===== config.mk =====
export PLATFORM = sky130hd
export DESIGN_NAME = dvs_fifo_bus_arbiter
export DESIGN_NICKNAME = d
export VERILOG_FILES = /design/src/rtl/dvs_fifo_bus_arbiter.sv
export SDC_FILE = /design/constraint.sdc
export NUM_CORES = 1
export LEC_CHECK = 0
export CAP_MARGIN = 10
export CORE_AREA = 5 5 42 44
export CTS_CLUSTER_DIAMETER = 120
export DETAILED_ROUTE_END_ITERATION = 8
export DIE_AREA = 0 0 47 49
export PLACE_DENSITY = 0.61
export SLEW_MARGIN = 20
export SYNTH_ARGS = -nofsm -noshare
export SYNTH_HDL_FRONTEND = slang
export SYNTH_SLANG_ARGS = --single-unit

===== constraint.sdc =====
create_clock -name clk -period 3.9 [get_ports clk]
set_clock_uncertainty 0.15 [all_clocks]
set_input_delay 0.78 -clock clk [delete_from_list [all_inputs] [get_ports clk]]
set_output_delay 0.78 -clock clk [all_outputs]
set_load 0.05 [all_outputs]

===== src/rtl/dvs_fifo_bus_arbiter.sv =====
// Round-robin arbiter that hands a shared FIFO event-queue bus to one requester for a
// fixed tenure. Writers are gated by fifo_full and readers by fifo_empty.
module dvs_fifo_bus_arbiter #(
    parameter int                 NUM_REQ       = 2,
    parameter int                 TENURE_CYCLES = 2,
    parameter logic [NUM_REQ-1:0] WRITER_MASK   = NUM_REQ'(1),
    localparam int                ID_W          = $clog2(NUM_REQ)
) (
    input  logic               clk,
    input  logic               rst_n,
    input  logic [NUM_REQ-1:0] req,
    input  logic               fifo_full,
    input  logic               fifo_empty,
    output logic [NUM_REQ-1:0] grant,
    output logic [ID_W-1:0]    grant_id,
    output logic               busy
);

    if (NUM_REQ < 2 || NUM_REQ > 8) begin : g_bad_num_req
        $error("NUM_REQ must be in 2..8");
    end
    if (TENURE_CYCLES < 1 || TENURE_CYCLES > 15) begin : g_bad_tenure
        $error("TENURE_CYCLES must be in 1..15");
    end

    typedef enum logic [1:0] {
        IDLE,
        GRANT,
        HOLD
    } state_t;

    state_t             state;
    state_t             state_next;
    logic [3:0]         count;
    logic [ID_W-1:0]    last_id;
    logic [ID_W-1:0]    winner;
    logic [ID_W-1:0]    idx;
    logic [NUM_REQ-1:0] eligible;
    logic               any_eligible;

    // Illegal full&empty together makes every requester ineligible on its own.
    always_comb begin
        for (int i = 0; i < NUM_REQ; i++) begin
            eligible[i] = req[i] && (WRITER_MASK[i] ? !fifo_full : !fifo_empty);
        end
    end

    // NOTE: every variable gets a default at the top of always_comb; a path that
    // skips an assignment would otherwise infer a latch.
    always_comb begin
        winner       = last_id;
        any_eligible = 1'b0;
        idx          = '0;
        for (int off = 1; off <= NUM_REQ; off++) begin
            idx = ID_W'((int'(last_id) + off) % NUM_REQ);
            if (!any_eligible && eligible[idx]) begin
                any_eligible = 1'b1;
                winner       = idx;
            end
        end
    end

    always_comb begin
        state_next = state;
        case (state)
            IDLE:    if (any_eligible) state_next = GRANT;
            GRANT:   state_next = HOLD;
            HOLD:    if (count <= 4'd1) state_next = IDLE;
            default: state_next = IDLE;
        endcase
    end

    // NOTE: sequential state uses non-blocking assignments so every register
    // samples the pre-edge values, independent of statement order.
    always_ff @(posedge clk) begin
        if (!rst_n) begin
            state   <= IDLE;
            count   <= 4'd0;
            last_id <= ID_W'(NUM_REQ - 1);
            grant   <= '0;
        end else begin
            state <= state_next;
            grant <= '0;
            case (state)
                IDLE: begin
                    if (any_eligible) begin
                        grant   <= NUM_REQ'(1) << winner;
                        last_id <= winner;
                    end
                end
                GRANT: count <= 4'(TENURE_CYCLES);
                HOLD:  if (count != 4'd0) count <= count - 4'd1;
                default: ;
            endcase
        end
    end

    assign busy     = (state != IDLE);
    assign grant_id = last_id;

    a_grant_onehot: assert property (@(posedge clk) disable iff (!rst_n) $onehot0(grant));
    a_grant_busy:   assert property (@(posedge clk) disable iff (!rst_n) (grant != '0) |-> busy);

endmodule


== After elaboration in Yosys (flattened, before gate mapping) ==
Index checks and enable logic that the tools add are counted.
Word-level totals
  flip-flop bits (word level): 9
  latch bits: 0
  memory bits (writable): 0
  bits in read-only memories: 0
  input port bits: 6
  logic and storage cells: 43
  memories kept: 0
Cells by class
  add/sub/neg operators: 3
  multipliers: 0
  divide/modulo/power cells: 0
  magnitude comparators: 3
  eq/ne operators: 5
  shift-type cells: 1
  multiplexer cells: 13
  bitwise logic cells: 0
  reductions and logical operators: 14
Operators with widths (count)
  $mux W1: 8
  $pmux W4 S2: 1
  $ne A2 B2 Y1 const B: 3
  $pmux W2 S3: 1
  $reduce_and A2 Y1: 3
  $le A4 B1 Y1 const B: 1
  $lt A1 B2 Y1 const B: 2
  $mux W2: 2
  $mux W4: 1
  $reduce_bool A2 Y1: 2
  $reduce_bool A4 Y1: 1
  $sub A4 B1 Y4 const B: 1
  $logic_and A1 B1 Y1: 3
  $logic_not A1 Y1: 3
  $reduce_and A3 Y1: 1
  $add A1 B1 Y1 const B: 2
  $eq A2 B1 Y1 const B: 1
  $eq A2 B2 Y1 const B: 1
  $logic_not A2 Y1: 1
  $shl A1 B1 Y2 const A: 1

== Longest topological paths before layout ==
  depth after elaboration: 10
  mapped depth: 5

== Worst setup path after synthesis ==
OpenSTA, ideal clock, no wires.
  kind: reg-to-output
  start: register state[1]
  end: output port busy
  data arrival time: 0.655 ns
  required time: 2.970 ns
  path slack: 2.315 ns
  stages on the path, launching flop included: 2
  buffers on the path: 0
  path through: dfxtp_1 > or2_4
On the way
  cells in the longest elaborated chain, start to end: 1
Ends and longest elaborated chain
  start: declaration: RTL line 32  | state_t state;
  start signal: assignment: RTL line 82  | state <= state_next;
  $reduce_bool A2 Y1: RTL line 98  | assign busy = (state != IDLE);
  end: declaration: RTL line 16  | output logic busy
Every way passes these cells.

== Final worst setup path ==
Ends and elaborated chain as after synthesis.

==> impl_metrics.tcl <==
set metrics [dict create \
    p_comb_share_pct 20.0 \
    arrival_ns 1.62 \
    startpoint_type "register" \
    p_sw_share_pct 26.8 \
    drc 0 \
    synth_flop_cell "dfxtp_1" \
    holdWs_ns 0.363 \
    ant_nets 0 \
    yosys.area.top_type "dfxtp_1" \
    drv_cap 0 \
    required_ns 2.97 \
    core_area_um2 1400 \
    grt_pass1_vias 400 \
    area.growth.synth_to_final_pct 31.1 \
    synth_seq_area_share_pct 41.0 \
    period_needed_ns 2.55 \
    slew_headroom_pct 66.8 \
    hp-class "register to register" \
    p_leak_uw 0.000213 \
    floorplan.initialDensity_pct 31.3 \
    powerDensity_nw_per_um2 366 \
    routabilityCongestion 0.712 \
    post-place-ws_ns 1.62 \
    grt_pass1_wl_um 1570 \
    track_usage_pct 9.09 \
    fin_setup_tns_ns 0 \
    clockBufferDepth 2 \
    p_switching_uw 56.4 \
    yosys_warnings 0 \
    synth-seq-cells 9 \
    synth_top_area_share_pct 41.0 \
    grt_use_met1_pct 12.6 \
    intPower_uw 154 \
    vias 386 \
    synth_edf_count 0 \
    ir_worst_vdd_mv 0.196 \
    dieArea_um2 2300 \
    slew_viol_final 0 \
    dp_hpwl_um 639 \
    final-hold-violation-count 0 \
    port-buffer-count 9 \
    fmax_mhz 392 \
    layout_setup_ws_ns 1.35 \
    synth_cells 50 \
    numCtsBuffers 3 \
    p_clk_share_pct 32.4 \
    clock_sinks 9 \
    firstDrtPassIters 2 \
    rsz0062_at_grt "false" \
    die_h_um 49 \
    grt_util_met2_pct 12.2 \
    synth_cell_type_count 19 \
    wl_per_cell_um 10.5 \
    yosysMostFrequentCell "dfxtp_1" \
    cts_tree "built" \
    nNetsFinal 72 \
    cts-root-buf "clkbuf_4" \
    status "finished, final reports clean" \
    crit_path_end_kind "output pin" \
    antenna_found_initial 0 \
    tightest_slew_ns 0.496 \
    crit_fanout 7 \
    utilization_pct 41.1 \
    antennaDiodeCount 0 \
    drive_above_1_share_pct 11.1 \
    syn_avg_cell_area_um2 8.78 \
    synth_commonest_cells "dfxtp_1 (9), a21oi_1 (6), inv_1 (5), nand2b_1 (5), nor2_1 (5)" \
    period_share_pct 65.5 \
    wl_um 831 \
    die_w_um 47 \
    cts_setup_buffers 0 \
    seq_power_share_pct 47.5 \
    clock_latency_ns 0.25 \
    met3_usage_pct 3.32 \
    final-setup-viol-count 0 \
    ctsHoldBuffers 0 \
    via_per_inst 4.89 \
    placed_cells 75 \
    grt.overflow.total 0 \
    syn-cell-area_um2 439 \
    async_flop_share_pct 0 \
    synth_area_leaders "dfxtp_1 (41%), nand2b_1 (7.1%), a21oi_1 (6.8%), ha_1 (5.7%), inv_1 (4.3%)" \
    synth_nets 58 \
    rows 14 \
    cts_max_level 1 \
    cts_resized 0 \
    crit_type "register to output pin" \
    clkTransAtPathRegs_ns 0.06 \
    layoutNonFillerInstCount 79 \
    io-pin-count 10 \
    drtIter0Drc 2 \
    grt_start_max_net_pins 8 \
    grt.busiest_layer "met1" \
]
==> power by group through the flow <==
| stage | Sequential (µW) | Clock [µW] | Combinational (µW) |
|---|---|---|---|
| floorplan | 107 | 0 | 22.0 |
| global placement | 102 | 0 | 41.8 |
| detailed placement | 102 | 0 | 42.1 |
| CTS | 100 | 70.8 | 42.5 |
| global route | 101 | 78.2 | 45.9 |
| finish | 100 | 68.4 | 42.2 |
==> sequential cells by signal, summed over array words and instances (netlist names) <==
name      cells
state         2
grant         2
grant_id      1
count         4
==> routing by layer <==
layer	vias up	share of wire, %
met3	2	3.4
met5	-	0
li1	202	-
met1	174	52
met4	0	1.3
met2	8	43
==> cells in the final DEF, fill, tap and decap left out <==
| master | n |
|---|---|
| a21oi_1 | 6 |
| a311oi_2 | 1 |
| clkbuf_1 | 1 |
| clkbuf_4 | 3 |
| clkdlybuf4s50_1 | 9 |
| dfxtp_1 | 9 |
| ha_1 | 2 |
| inv_1 | 5 |
| mux2_2 | 1 |
| mux2i_1 | 1 |
| nand2_1 | 2 |
| nand2b_1 | 5 |
| nand3_1 | 2 |
| nand4b_1 | 1 |
| nor2_1 | 5 |
| nor3_1 | 2 |
| o21a_1 | 1 |
| o21ai_0 | 1 |
| o2bb2ai_1 | 1 |
| o311ai_0 | 2 |
| or2_4 | 2 |
| or3_1 | 1 |
==> area by class of cell <==
cell class | instances | area (µm²)
flip-flops and latches | 9 | 180
multi-input cells | 36 | 240
repair buffers | 9 | 90.1
fillers | 157 | 826
well taps | 16 | 20.0
inverters | 5 | 18.8
clock buffers | 4 | 26.3
==> worst paths after layout <==
check | to | slack, ns | startpoint | cells after the start
worst max-delay path | busy | 1.35 | state[1]$_SDFFE_PN0P_ | 2
worst min-delay path | count[0]$_SDFFE_PN0P_ | 0.36 | count[0]$_SDFFE_PN0P_ | 2
worst max register to register | count[1]$_SDFFE_PN0P_ | 2.30 | count[0]$_SDFFE_PN0P_ | 4
worst min register to register | count[0]$_SDFFE_PN0P_ | 0.36 | count[0]$_SDFFE_PN0P_ | 2
==> critical path, cell delays in order (launching register included) <==
cell	delay (ns)
dfxtp_1	0.41
or2_4	0.17
clkdlybuf4s50_1	0.80
==> kinds of logic (layout without fill, tap and decap cells) <==
kind of cell / after synthesis / after routing / synth area share [%]
fa+ha+maj: 2 / 2 / 5.70
simple gates: 20 / 20 / 25.1
mux: 2 / 2 / 4.84
buf+inv: 5 / 18 / 4.27
compound gates: 12 / 12 / 19.1
flops: 9 / 9 / 41.0
==> stage by stage <==
step           cell area [µm²]  total power [µW]
6_report                   576               211
5_1_grt                    576               225
4_1_cts                    576               213
3_5_place_dp               549               144
3_3_place_gp               549               144
2_1_floorplan              439               129
No activity file was read; power rests on OpenSTA's default activity.
